**config.mk**
```make
export PLATFORM = sky130hd
export DESIGN_NAME = fdc_seek_ctrl_flat
export DESIGN_NICKNAME = d
export VERILOG_FILES = /design/src/rtl/fdc_seek_ctrl_if.sv /design/src/rtl/fdc_seek_ctrl.sv /design/src/flat_wrapper.sv
export SDC_FILE = /design/constraint.sdc
export NUM_CORES = 1
export LEC_CHECK = 0
export CAP_MARGIN = 0
export CORE_ASPECT_RATIO = 1.2
export CORE_MARGIN = 5
export CORE_UTILIZATION = 59
export DETAILED_ROUTE_END_ITERATION = 7
export PLACE_DENSITY = 0.8
export SLEW_MARGIN = 20
export SYNTH_ARGS = -nofsm -noshare
export SYNTH_HDL_FRONTEND = slang
export SYNTH_SLANG_ARGS = --single-unit
```
**constraint.sdc**
```tcl
create_clock -name clk -period 3.3 [get_ports clk]
set_input_delay 0.99 -clock clk [delete_from_list [all_inputs] [get_ports clk]]
set_output_delay 0.99 -clock clk [all_outputs]
set_load 0.1 [all_outputs]
```
**src/rtl/fdc_seek_ctrl_if.sv**
```systemverilog
// Command/status channel between FDC command decode and the seek controller.
//   master : command decoder (drives the command fields, reads status)
//   slave  : fdc_seek_ctrl   (reads the command fields, drives status)
// Signals:
//   cmd_start     1-cycle command strobe, ignored while the controller is busy
//   cmd_type      0 restore, 1 seek, 2 step_in (toward track 0), 3 step_out
//   target_track  seek destination
//   step_rate     0 6ms, 1 12ms, 2 2ms, 3 3ms step period
//   spinup_en     wait for spin-up index edges if the motor was off
//   verify        settle and wait for drive ready after the last step
//   track_reg     controller track register
//   busy/done     command in progress / 1-cycle completion pulse
//   err_track0    restore never saw track 0
//   err_not_ready verify timed out waiting for drive ready
interface fdc_seek_ctrl_if;
  logic       cmd_start;
  logic [1:0] cmd_type;
  logic [6:0] target_track;
  logic [1:0] step_rate;
  logic       spinup_en;
  logic       verify;
  logic [6:0] track_reg;
  logic       busy;
  logic       done;
  logic       err_track0;
  logic       err_not_ready;

  modport master (
    output cmd_start, cmd_type, target_track, step_rate, spinup_en, verify,
    input  track_reg, busy, done, err_track0, err_not_ready
  );

  modport slave (
    input  cmd_start, cmd_type, target_track, step_rate, spinup_en, verify,
    output track_reg, busy, done, err_track0, err_not_ready
  );
endinterface

```
**src/rtl/fdc_seek_ctrl.sv**
```systemverilog
// Floppy controller head-positioning and motor sequencer.
// Runs restore / seek / step_in / step_out commands against the drive: motor
// spin-up by index count, step pulses at the programmed rate, optional settle
// and ready verify, and motor spin-down after idle index revolutions.
// Ports:
//   clk, reset           system clock, asynchronous active-high reset
//   host (slave)         command strobe/fields in, track/busy/done/errors out
//   fd_index/track0/ready drive status inputs (registered once here)
//   fd_select/motor_on   drive select and spindle motor enable
//   fd_step_in/out       step pulses toward / away from track 0
module fdc_seek_ctrl #(
  parameter int unsigned SYS_CLK         = 8000000,
  parameter int unsigned STEP_PULSE_US   = 4,
  parameter int unsigned SETTLE_MS       = 15,
  parameter int unsigned SPINUP_INDEX    = 6,
  parameter int unsigned MOTOR_OFF_INDEX = 9,
  parameter int unsigned RESTORE_LIMIT   = 255,
  parameter int unsigned VERIFY_INDEX    = 5
) (
  input  logic           clk,
  input  logic           reset,
  fdc_seek_ctrl_if.slave host,
  input  logic           fd_index,
  input  logic           fd_track0,
  input  logic           fd_ready,
  output logic           fd_select,
  output logic           fd_motor_on,
  output logic           fd_step_in,
  output logic           fd_step_out
);

  localparam int unsigned CNT_W  = 24;
  localparam int unsigned ICNT_W = 8;
  localparam int unsigned PCNT_W = (RESTORE_LIMIT < 1) ? 1 : $clog2(RESTORE_LIMIT + 1);

  localparam logic [CNT_W-1:0] PULSE_CLKS  = CNT_W'(SYS_CLK / 1000000 * STEP_PULSE_US);
  localparam logic [CNT_W-1:0] SETTLE_CLKS = CNT_W'(SETTLE_MS * SYS_CLK / 1000);
  localparam logic [CNT_W-1:0] PER_6MS     = CNT_W'(SYS_CLK / 1000 * 6);
  localparam logic [CNT_W-1:0] PER_12MS    = CNT_W'(SYS_CLK / 1000 * 12);
  localparam logic [CNT_W-1:0] PER_2MS     = CNT_W'(SYS_CLK / 1000 * 2);
  localparam logic [CNT_W-1:0] PER_3MS     = CNT_W'(SYS_CLK / 1000 * 3);

  localparam logic [ICNT_W-1:0] SPINUP_LAST = ICNT_W'(SPINUP_INDEX - 1);
  localparam logic [ICNT_W-1:0] MOTOR_LAST  = ICNT_W'(MOTOR_OFF_INDEX - 1);
  localparam logic [ICNT_W-1:0] VERIFY_LAST = ICNT_W'(VERIFY_INDEX - 1);
  localparam logic [PCNT_W-1:0] PULSE_LIMIT = PCNT_W'(RESTORE_LIMIT);

  typedef enum logic [2:0] {
    S_IDLE, S_SPINUP, S_CHECK, S_PULSE, S_STEPWAIT, S_SETTLE, S_VERIFY, S_FINISH
  } state_t;

  typedef enum logic [1:0] {
    C_RESTORE, C_SEEK, C_STEP_IN, C_STEP_OUT
  } cmd_t;

  state_t state, state_n;

  logic idx_q, idx_prev, trk0_q, rdy_q;
  logic idx_ev;

  cmd_t        cmd_q,    cmd_n;
  logic [6:0]  target_q, target_n;
  logic [1:0]  rate_q,   rate_n;
  logic        verify_q, verify_n;
  logic [6:0]  track_q,  track_n;
  logic        dir_in_q, dir_in_n;
  logic [CNT_W-1:0]  tcnt, tcnt_n;
  logic [PCNT_W-1:0] pcnt, pcnt_n;
  logic [ICNT_W-1:0] icnt, icnt_n;
  logic motor_q,  motor_n;
  logic select_q, select_n;
  logic err_t0_q, err_t0_n;
  logic err_nr_q, err_nr_n;

  logic [CNT_W-1:0] period;
  logic [6:0] track_dec, track_inc;

  // Drive status inputs are registered once; the index event is the rising
  // edge of the registered index level.
  always_ff @(posedge clk or posedge reset) begin
    if (reset) begin
      idx_q    <= 1'b0;
      idx_prev <= 1'b0;
      trk0_q   <= 1'b0;
      rdy_q    <= 1'b0;
    end else begin
      idx_q    <= fd_index;
      idx_prev <= idx_q;
      trk0_q   <= fd_track0;
      rdy_q    <= fd_ready;
    end
  end

  assign idx_ev = idx_q & ~idx_prev;

  always_comb begin
    period = PER_6MS;
    case (rate_q)
      2'd0:    period = PER_6MS;
      2'd1:    period = PER_12MS;
      2'd2:    period = PER_2MS;
      default: period = PER_3MS;
    endcase
  end

  assign track_dec = (track_q == 7'd0)   ? 7'd0   : track_q - 7'd1;
  assign track_inc = (track_q == 7'd127) ? 7'd127 : track_q + 7'd1;

  always_ff @(posedge clk or posedge reset) begin
    if (reset) begin
      state    <= S_IDLE;
      cmd_q    <= C_RESTORE;
      target_q <= '0;
      rate_q   <= '0;
      verify_q <= 1'b0;
      track_q  <= '0;
      dir_in_q <= 1'b0;
      tcnt     <= '0;
      pcnt     <= '0;
      icnt     <= '0;
      motor_q  <= 1'b0;
      select_q <= 1'b0;
      err_t0_q <= 1'b0;
      err_nr_q <= 1'b0;
    end else begin
      state    <= state_n;
      cmd_q    <= cmd_n;
      target_q <= target_n;
      rate_q   <= rate_n;
      verify_q <= verify_n;
      track_q  <= track_n;
      dir_in_q <= dir_in_n;
      tcnt     <= tcnt_n;
      pcnt     <= pcnt_n;
      icnt     <= icnt_n;
      motor_q  <= motor_n;
      select_q <= select_n;
      err_t0_q <= err_t0_n;
      err_nr_q <= err_nr_n;
    end
  end

  always_comb begin
    state_n  = state;
    cmd_n    = cmd_q;
    target_n = target_q;
    rate_n   = rate_q;
    verify_n = verify_q;
    track_n  = track_q;
    dir_in_n = dir_in_q;
    tcnt_n   = tcnt;
    pcnt_n   = pcnt;
    icnt_n   = icnt;
    motor_n  = motor_q;
    select_n = select_q;
    err_t0_n = err_t0_q;
    err_nr_n = err_nr_q;

    case (state)
      S_IDLE: begin
        if (host.cmd_start) begin
          cmd_n    = cmd_t'(host.cmd_type);
          target_n = host.target_track;
          rate_n   = host.step_rate;
          verify_n = host.verify;
          motor_n  = 1'b1;
          select_n = 1'b1;
          err_t0_n = 1'b0;
          err_nr_n = 1'b0;
          icnt_n   = '0;
          pcnt_n   = '0;
          tcnt_n   = '0;
          state_n  = (!motor_q && host.spinup_en) ? S_SPINUP : S_CHECK;
        end else if (motor_q && idx_ev) begin
          if (icnt == MOTOR_LAST) begin
            motor_n  = 1'b0;
            select_n = 1'b0;
            icnt_n   = '0;
          end else begin
            icnt_n = icnt + ICNT_W'(1);
          end
        end
      end

      S_SPINUP: begin
        if (idx_ev) begin
          if (icnt == SPINUP_LAST) begin
            icnt_n  = '0;
            state_n = S_CHECK;
          end else begin
            icnt_n = icnt + ICNT_W'(1);
          end
        end
      end

      S_CHECK: begin
        tcnt_n = '0;
        case (cmd_q)
          C_RESTORE: begin
            // Track 0 wins over the pulse limit, so a head exactly
            // RESTORE_LIMIT steps out still restores cleanly.
            if (trk0_q) begin
              track_n = '0;
              state_n = S_FINISH;
            end else if (pcnt == PULSE_LIMIT) begin
              err_t0_n = 1'b1;
              state_n  = S_FINISH;
            end else begin
              dir_in_n = 1'b1;
              pcnt_n   = pcnt + PCNT_W'(1);
              state_n  = S_PULSE;
            end
          end
          C_SEEK: begin
            if (track_q == target_q) begin
              state_n = verify_q ? S_SETTLE : S_FINISH;
            end else if (target_q < track_q) begin
              dir_in_n = 1'b1;
              track_n  = track_dec;
              state_n  = S_PULSE;
            end else begin
              dir_in_n = 1'b0;
              track_n  = track_inc;
              state_n  = S_PULSE;
            end
          end
          C_STEP_IN: begin
            if (trk0_q) begin
              track_n = '0;
              state_n = verify_q ? S_SETTLE : S_FINISH;
            end else begin
              dir_in_n = 1'b1;
              track_n  = track_dec;
              state_n  = S_PULSE;
            end
          end
          default: begin
            dir_in_n = 1'b0;
            track_n  = track_inc;
            state_n  = S_PULSE;
          end
        endcase
      end

      S_PULSE: begin
        tcnt_n = tcnt + CNT_W'(1);
        if (tcnt == PULSE_CLKS - CNT_W'(1)) state_n = S_STEPWAIT;
      end

      S_STEPWAIT: begin
        // tcnt keeps running from the pulse rising edge. Leaving one cycle
        // early absorbs the CHECK cycle, so rising edges are exactly one
        // period apart.
        tcnt_n = tcnt + CNT_W'(1);
        if (tcnt >= period - CNT_W'(2)) begin
          tcnt_n = '0;
          if (cmd_q == C_RESTORE || cmd_q == C_SEEK) state_n = S_CHECK;
          else state_n = verify_q ? S_SETTLE : S_FINISH;
        end
      end

      S_SETTLE: begin
        tcnt_n = tcnt + CNT_W'(1);
        if (tcnt == SETTLE_CLKS - CNT_W'(1)) begin
          tcnt_n  = '0;
          icnt_n  = '0;
          state_n = S_VERIFY;
        end
      end

      S_VERIFY: begin
        if (rdy_q) begin
          state_n = S_FINISH;
        end else if (idx_ev) begin
          if (icnt == VERIFY_LAST) begin
            err_nr_n = 1'b1;
            state_n  = S_FINISH;
          end else begin
            icnt_n = icnt + ICNT_W'(1);
          end
        end
      end

      S_FINISH: begin
        icnt_n  = '0;
        state_n = S_IDLE;
      end

      default: state_n = S_IDLE;
    endcase
  end

  // Step outputs decode straight from the state register, so an async reset
  // drops them immediately and they can only be high in PULSE.
  assign fd_step_in  = (state == S_PULSE) &&  dir_in_q;
  assign fd_step_out = (state == S_PULSE) && !dir_in_q;
  assign fd_select   = select_q;
  assign fd_motor_on = motor_q;

  assign host.track_reg     = track_q;
  assign host.busy          = (state != S_IDLE) && (state != S_FINISH);
  assign host.done          = (state == S_FINISH);
  assign host.err_track0    = err_t0_q;
  assign host.err_not_ready = err_nr_q;

endmodule

```
**src/flat_wrapper.sv**
```systemverilog
// flat-port wrapper written by rule: the top's interface ports become plain ports
module fdc_seek_ctrl_flat 
#(
  parameter int unsigned SYS_CLK         = 8000000,
  parameter int unsigned STEP_PULSE_US   = 4,
  parameter int unsigned SETTLE_MS       = 15,
  parameter int unsigned SPINUP_INDEX    = 6,
  parameter int unsigned MOTOR_OFF_INDEX = 9,
  parameter int unsigned RESTORE_LIMIT   = 255,
  parameter int unsigned VERIFY_INDEX    = 5
)
  (clk, reset, fd_index, fd_track0, fd_ready, fd_select, fd_motor_on, fd_step_in, fd_step_out, host_cmd_start, host_cmd_type, host_target_track, host_step_rate, host_spinup_en, host_verify, host_track_reg, host_busy, host_done, host_err_track0, host_err_not_ready);
  fdc_seek_ctrl_if host_i ();
  input  logic clk;
  input  logic reset;
  input  logic fd_index;
  input  logic fd_track0;
  input  logic fd_ready;
  output logic fd_select;
  output logic fd_motor_on;
  output logic fd_step_in;
  output logic fd_step_out;
  input wire logic [$bits(host_i.cmd_start)-1:0] host_cmd_start;
  input wire logic [$bits(host_i.cmd_type)-1:0] host_cmd_type;
  input wire logic [$bits(host_i.target_track)-1:0] host_target_track;
  input wire logic [$bits(host_i.step_rate)-1:0] host_step_rate;
  input wire logic [$bits(host_i.spinup_en)-1:0] host_spinup_en;
  input wire logic [$bits(host_i.verify)-1:0] host_verify;
  output wire logic [$bits(host_i.track_reg)-1:0] host_track_reg;
  output wire logic [$bits(host_i.busy)-1:0] host_busy;
  output wire logic [$bits(host_i.done)-1:0] host_done;
  output wire logic [$bits(host_i.err_track0)-1:0] host_err_track0;
  output wire logic [$bits(host_i.err_not_ready)-1:0] host_err_not_ready;
  assign host_i.cmd_start = host_cmd_start;
  assign host_i.cmd_type = host_cmd_type;
  assign host_i.target_track = host_target_track;
  assign host_i.step_rate = host_step_rate;
  assign host_i.spinup_en = host_spinup_en;
  assign host_i.verify = host_verify;
  assign host_track_reg = host_i.track_reg;
  assign host_busy = host_i.busy;
  assign host_done = host_i.done;
  assign host_err_track0 = host_i.err_track0;
  assign host_err_not_ready = host_i.err_not_ready;
  fdc_seek_ctrl #(.SYS_CLK(SYS_CLK), .STEP_PULSE_US(STEP_PULSE_US), .SETTLE_MS(SETTLE_MS), .SPINUP_INDEX(SPINUP_INDEX), .MOTOR_OFF_INDEX(MOTOR_OFF_INDEX), .RESTORE_LIMIT(RESTORE_LIMIT), .VERIFY_INDEX(VERIFY_INDEX)) u_core (.clk(clk), .reset(reset), .host(host_i), .fd_index(fd_index), .fd_track0(fd_track0), .fd_ready(fd_ready), .fd_select(fd_select), .fd_motor_on(fd_motor_on), .fd_step_in(fd_step_in), .fd_step_out(fd_step_out));
endmodule
```
==> flow_metrics.py <==
metrics = {
    "status": {
        "status": "finished clean",
    },
    "timing": {
        "fin_crit_sh_pct": 89.2,
        "slew_headroom_pct": 50.1,
        "setup_slack_ps": 356,
        "fmax_mhz": 340,
        "period_minus_slack_ps": 2940,
        "hold_violations": 0,
        "final-setup-viol-count": 0,
        "setup_tns_ps": 0,
        "drv_slew": 0,
        "worstMarginPinSlew_ps": 747,
        "rsz0062_at_grt": "no",
        "hold_ws_ps": 403,
        "fin_skew_ps": 14.7,
    },
    "route": {
        "route.detailed.drc": 0,
        "wl_um": 10800,
        "num_vias": 4206,
        "drtIter0Drc": 208,
        "dr.pass1.iters": 5,
        "wire_per_inst_um": 15.9,
        "via_per_inst": 6.20,
        "ant_nets": 0,
    },
    "synth": {
        "synthArstFlopShare_pct": 100,
        "syn_nets": 595,
        "synth_fa_ha_area_share_pct": 8.40,
        "synth_simple_gate_area_share_pct": 27.9,
        "synth_compound_area_share_pct": 17.9,
        "synth_xor_area_share_pct": 2.28,
        "netlist_area_um2": 4620,
        "synth.distinct_cells": 65,
        "synth_top_family_by_area": "simple AND/OR/NAND/NOR gates",
        "muxShareOfSynthArea_pct": 1.35,
        "ys_warn_count": 0,
        "synthCells": 545,
        "synth_edf_count": 0,
        "seq_area_frac_synth_pct": 37.9,
        "synth_seq_cells": 70,
        "ys.flop_type": "dfrtp_1",
        "synth_area_per_cell_um2": 8.48,
    },
    "clocking": {
        "path_clk_slew_ps": 80,
        "clock_latency_ps": 370,
        "h-tree-depth": 3,
        "cts-root-buf": "clkbuf_8",
        "postCtsSetupBuffers": 0,
        "holdBufCountCts": 0,
        "ctsLongestPathBuffers": 2,
        "cts_sinks": 70,
        "cts_buffers": 9,
        "cts_tree": "yes",
        "cts_resized": 0,
    },
    "floorplanning": {
        "io_pins": 34,
        "die_area_um2": 9710,
        "die_h_um": 107,
        "rows": 35,
        "die_x_um": 90.8,
        "start_util_pct": 60.3,
        "coreArea_um2": 7660,
    },
    "hold_path": {
        "hold_path.startpoint": "u_core.idx_q$_DFF_PP0_",
        "hold_depth": 0,
        "min_path_type": "reg -> reg",
        "min_to": "u_core.idx_prev$_DFF_PP0_",
    },
    "setup_path": {
        "crit_slowest_cell": "nor2_2",
        "crit_buf_inv": 2,
        "worstReg2RegEnd": "u_core.state[2]$_DFFE_PP0P_",
        "criticalPathCategory": "reg -> reg",
        "r2r_cells": 10,
        "crit_path_cell_trace": "inv_1 -> ha_1 -> inv_1 -> ha_1 -> nor4b_1 -> o2111a_1 -> o2111ai_1 -> nor2_2 -> or2_1 -> mux2_2",
        "critPathArrivalTime_ps": 3190,
        "crit_family": "simple AND/OR/NAND/NOR gates",
        "end_kind": "register",
        "cp_max_fo": 19,
        "r2r-start": "u_core.rate_q[1]$_DFFE_PP0P_",
        "slowest_delay_ps": 610,
        "worstSetupStartpoint": "u_core.rate_q[1]$_DFFE_PP0P_",
        "startpoint_type": "register",
        "rrSetupSlack_ps": 360,
        "crit_required_ps": 3550,
    },
    "final_layout": {
        "syn2layout_area_growth_pct": 13.4,
        "top_regs": "u_core.tcnt: 24 flops, u_core.icnt: 8 flops, u_core.pcnt: 8 flops",
        "final_common_cell": "nand2_1",
        "largest_reg_flops": 24,
        "drive_above_1_share_pct": 10.4,
        "num_antenna_cells": 0,
        "largest-register": "u_core.tcnt",
        "layout_common_cells": "nand2_1, dfrtp_1, o21ai_0",
        "finish.utilization_pct": 68.3,
        "n_fill_cell": 641,
        "fin_cells": 678,
        "fin_nets": 631,
    },
    "placement": {
        "io_buffers": 33,
        "place_congestion": 0.954,
        "dpl_worst_slack_ps": 311,
        "dp_cells": 662,
        "hpwl_um": 7740,
    },
    "global_route": {
        "grt_max_degree": 37,
        "antenna_found_initial": 0,
        "grt_pass1_wl_um": 18700,
        "grt_pass1_vias": 4039,
        "grt_util_all_layers_pct": 23.3,
        "grt.overflow.total": 0,
    },
    "power": {
        "cellPowerDensity_nw_per_um2": 851,
        "leakage_uw": 0.00230,
        "ir_drop_uv": 637,
    },
    "flow_run": {
        "cap_violations": 0,
    },
}
cell usage after synthesis (all sizes together) (2+ instances only):
library cell | number | area share (%)
and4 | 3 | 0.57
nand3b | 8 | 1.3
o32ai | 3 | 0.57
a22oi | 3 | 0.49
inv | 24 | 2.0
o21a | 4 | 0.65
dfrtp | 70 | 38
a211o | 2 | 0.38
nand2b | 4 | 0.54
or3 | 5 | 0.68
o21ai | 40 | 4.4
xor2 | 9 | 1.7
nor2b | 3 | 0.41
nand2 | 88 | 7.2
a2bb2oi | 4 | 0.76
nor3 | 25 | 2.7
nor2 | 37 | 3.1
mux2i | 4 | 0.87
nor4b | 2 | 0.38
o22ai | 8 | 1.1
a211oi | 5 | 0.81
o211ai | 4 | 0.65
ha | 31 | 8.4
nor4 | 4 | 0.87
o2111a | 2 | 0.49
xnor2 | 3 | 0.57
nand4 | 13 | 1.8
buf | 7 | 0.92
a32oi | 3 | 0.57
nand3 | 26 | 2.8
o31ai | 10 | 1.6
mux2 | 2 | 0.49
a31oi | 5 | 0.68
a21oi | 8 | 0.87
nor3b | 3 | 0.49
a311oi | 3 | 0.57
or2 | 6 | 0.81
clkbuf | 17 | 1.4
nand4b | 2 | 0.38
and3 | 16 | 2.2
and2 | 10 | 1.4
o31a | 2 | 0.38
o22a | 2 | 0.38
o21bai | 2 | 0.32
power by group:
part | internal (µW) | switching [µW] | leakage, µW
sequential | 1050 | 247 | 0.000918
combinational | 857 | 1650 | 0.00129
clock | 297 | 360 | 0.0000930
logic make-up (layout without fill, tap and decap cells):
| logic type | after synthesis | after routing |
|---|---|---|
| muxes | 6 | 6 |
| DFF | 70 | 70 |
| AOI/OAI and AO/OA | 121 | 121 |
| adders and majority gates | 31 | 31 |
| buffers and inverters | 48 | 89 |
| and+or+nand+nor | 257 | 257 |
| xor gates and xnor gates | 12 | 12 |
per-stage QoR:
stage                     instance area [µm²]  power, µW
final                                    5240       4460
after floorplan                          4620       3150
after detailed placement                 5060       3800
after CTS                                5240       4470
after global routing                     5240       4800
after global placement                   5060       3730
how the worst max path moves through the flow:
stage / end / slack [ps] / cells past startpoint
2_1_floorplan: fd_step_in / 30 / 4
3_3_place_gp: u_core.tcnt[23]$_DFFE_PP0P_ / 330 / 7
3_5_place_dp: u_core.tcnt[19]$_DFFE_PP0P_ / 310 / 7
4_1_cts: u_core.state[2]$_DFFE_PP0P_ / 360 / 10
5_1_grt: u_core.state[2]$_DFFE_PP0P_ / 70 / 10
6_report: u_core.state[2]$_DFFE_PP0P_ / 360 / 10
cell type report:
type / instances / area, µm² / share of cell area, %
Multi-Input combinational cell: 427 / 2670 / 51.1
Clock inverter: 6 / 43.8 / 0.836
Timing Repair Buffer: 49 / 425 / 8.12
Clock buffer: 10 / 138 / 2.63
Inverter: 24 / 90.1 / 1.72
Tap cell: 92 / 115 / 2.20
Sequential cell: 70 / 1750 / 33.4
metal layers:
metal / routed length, µm / share of wire, % / track usage (%) / up-vias
met5: 0 / 0 / 0 / -
met4: 195 / 1.8 / 9.12 / 0
met3: 486 / 4.5 / 5.12 / 19
met2: 5450 / 50 / 39.3 / 127
met1: 4680 / 43 / 29.2 / 2009
li1: - / - / - / 2051
No activity file was read; power rests on OpenSTA's default activity.
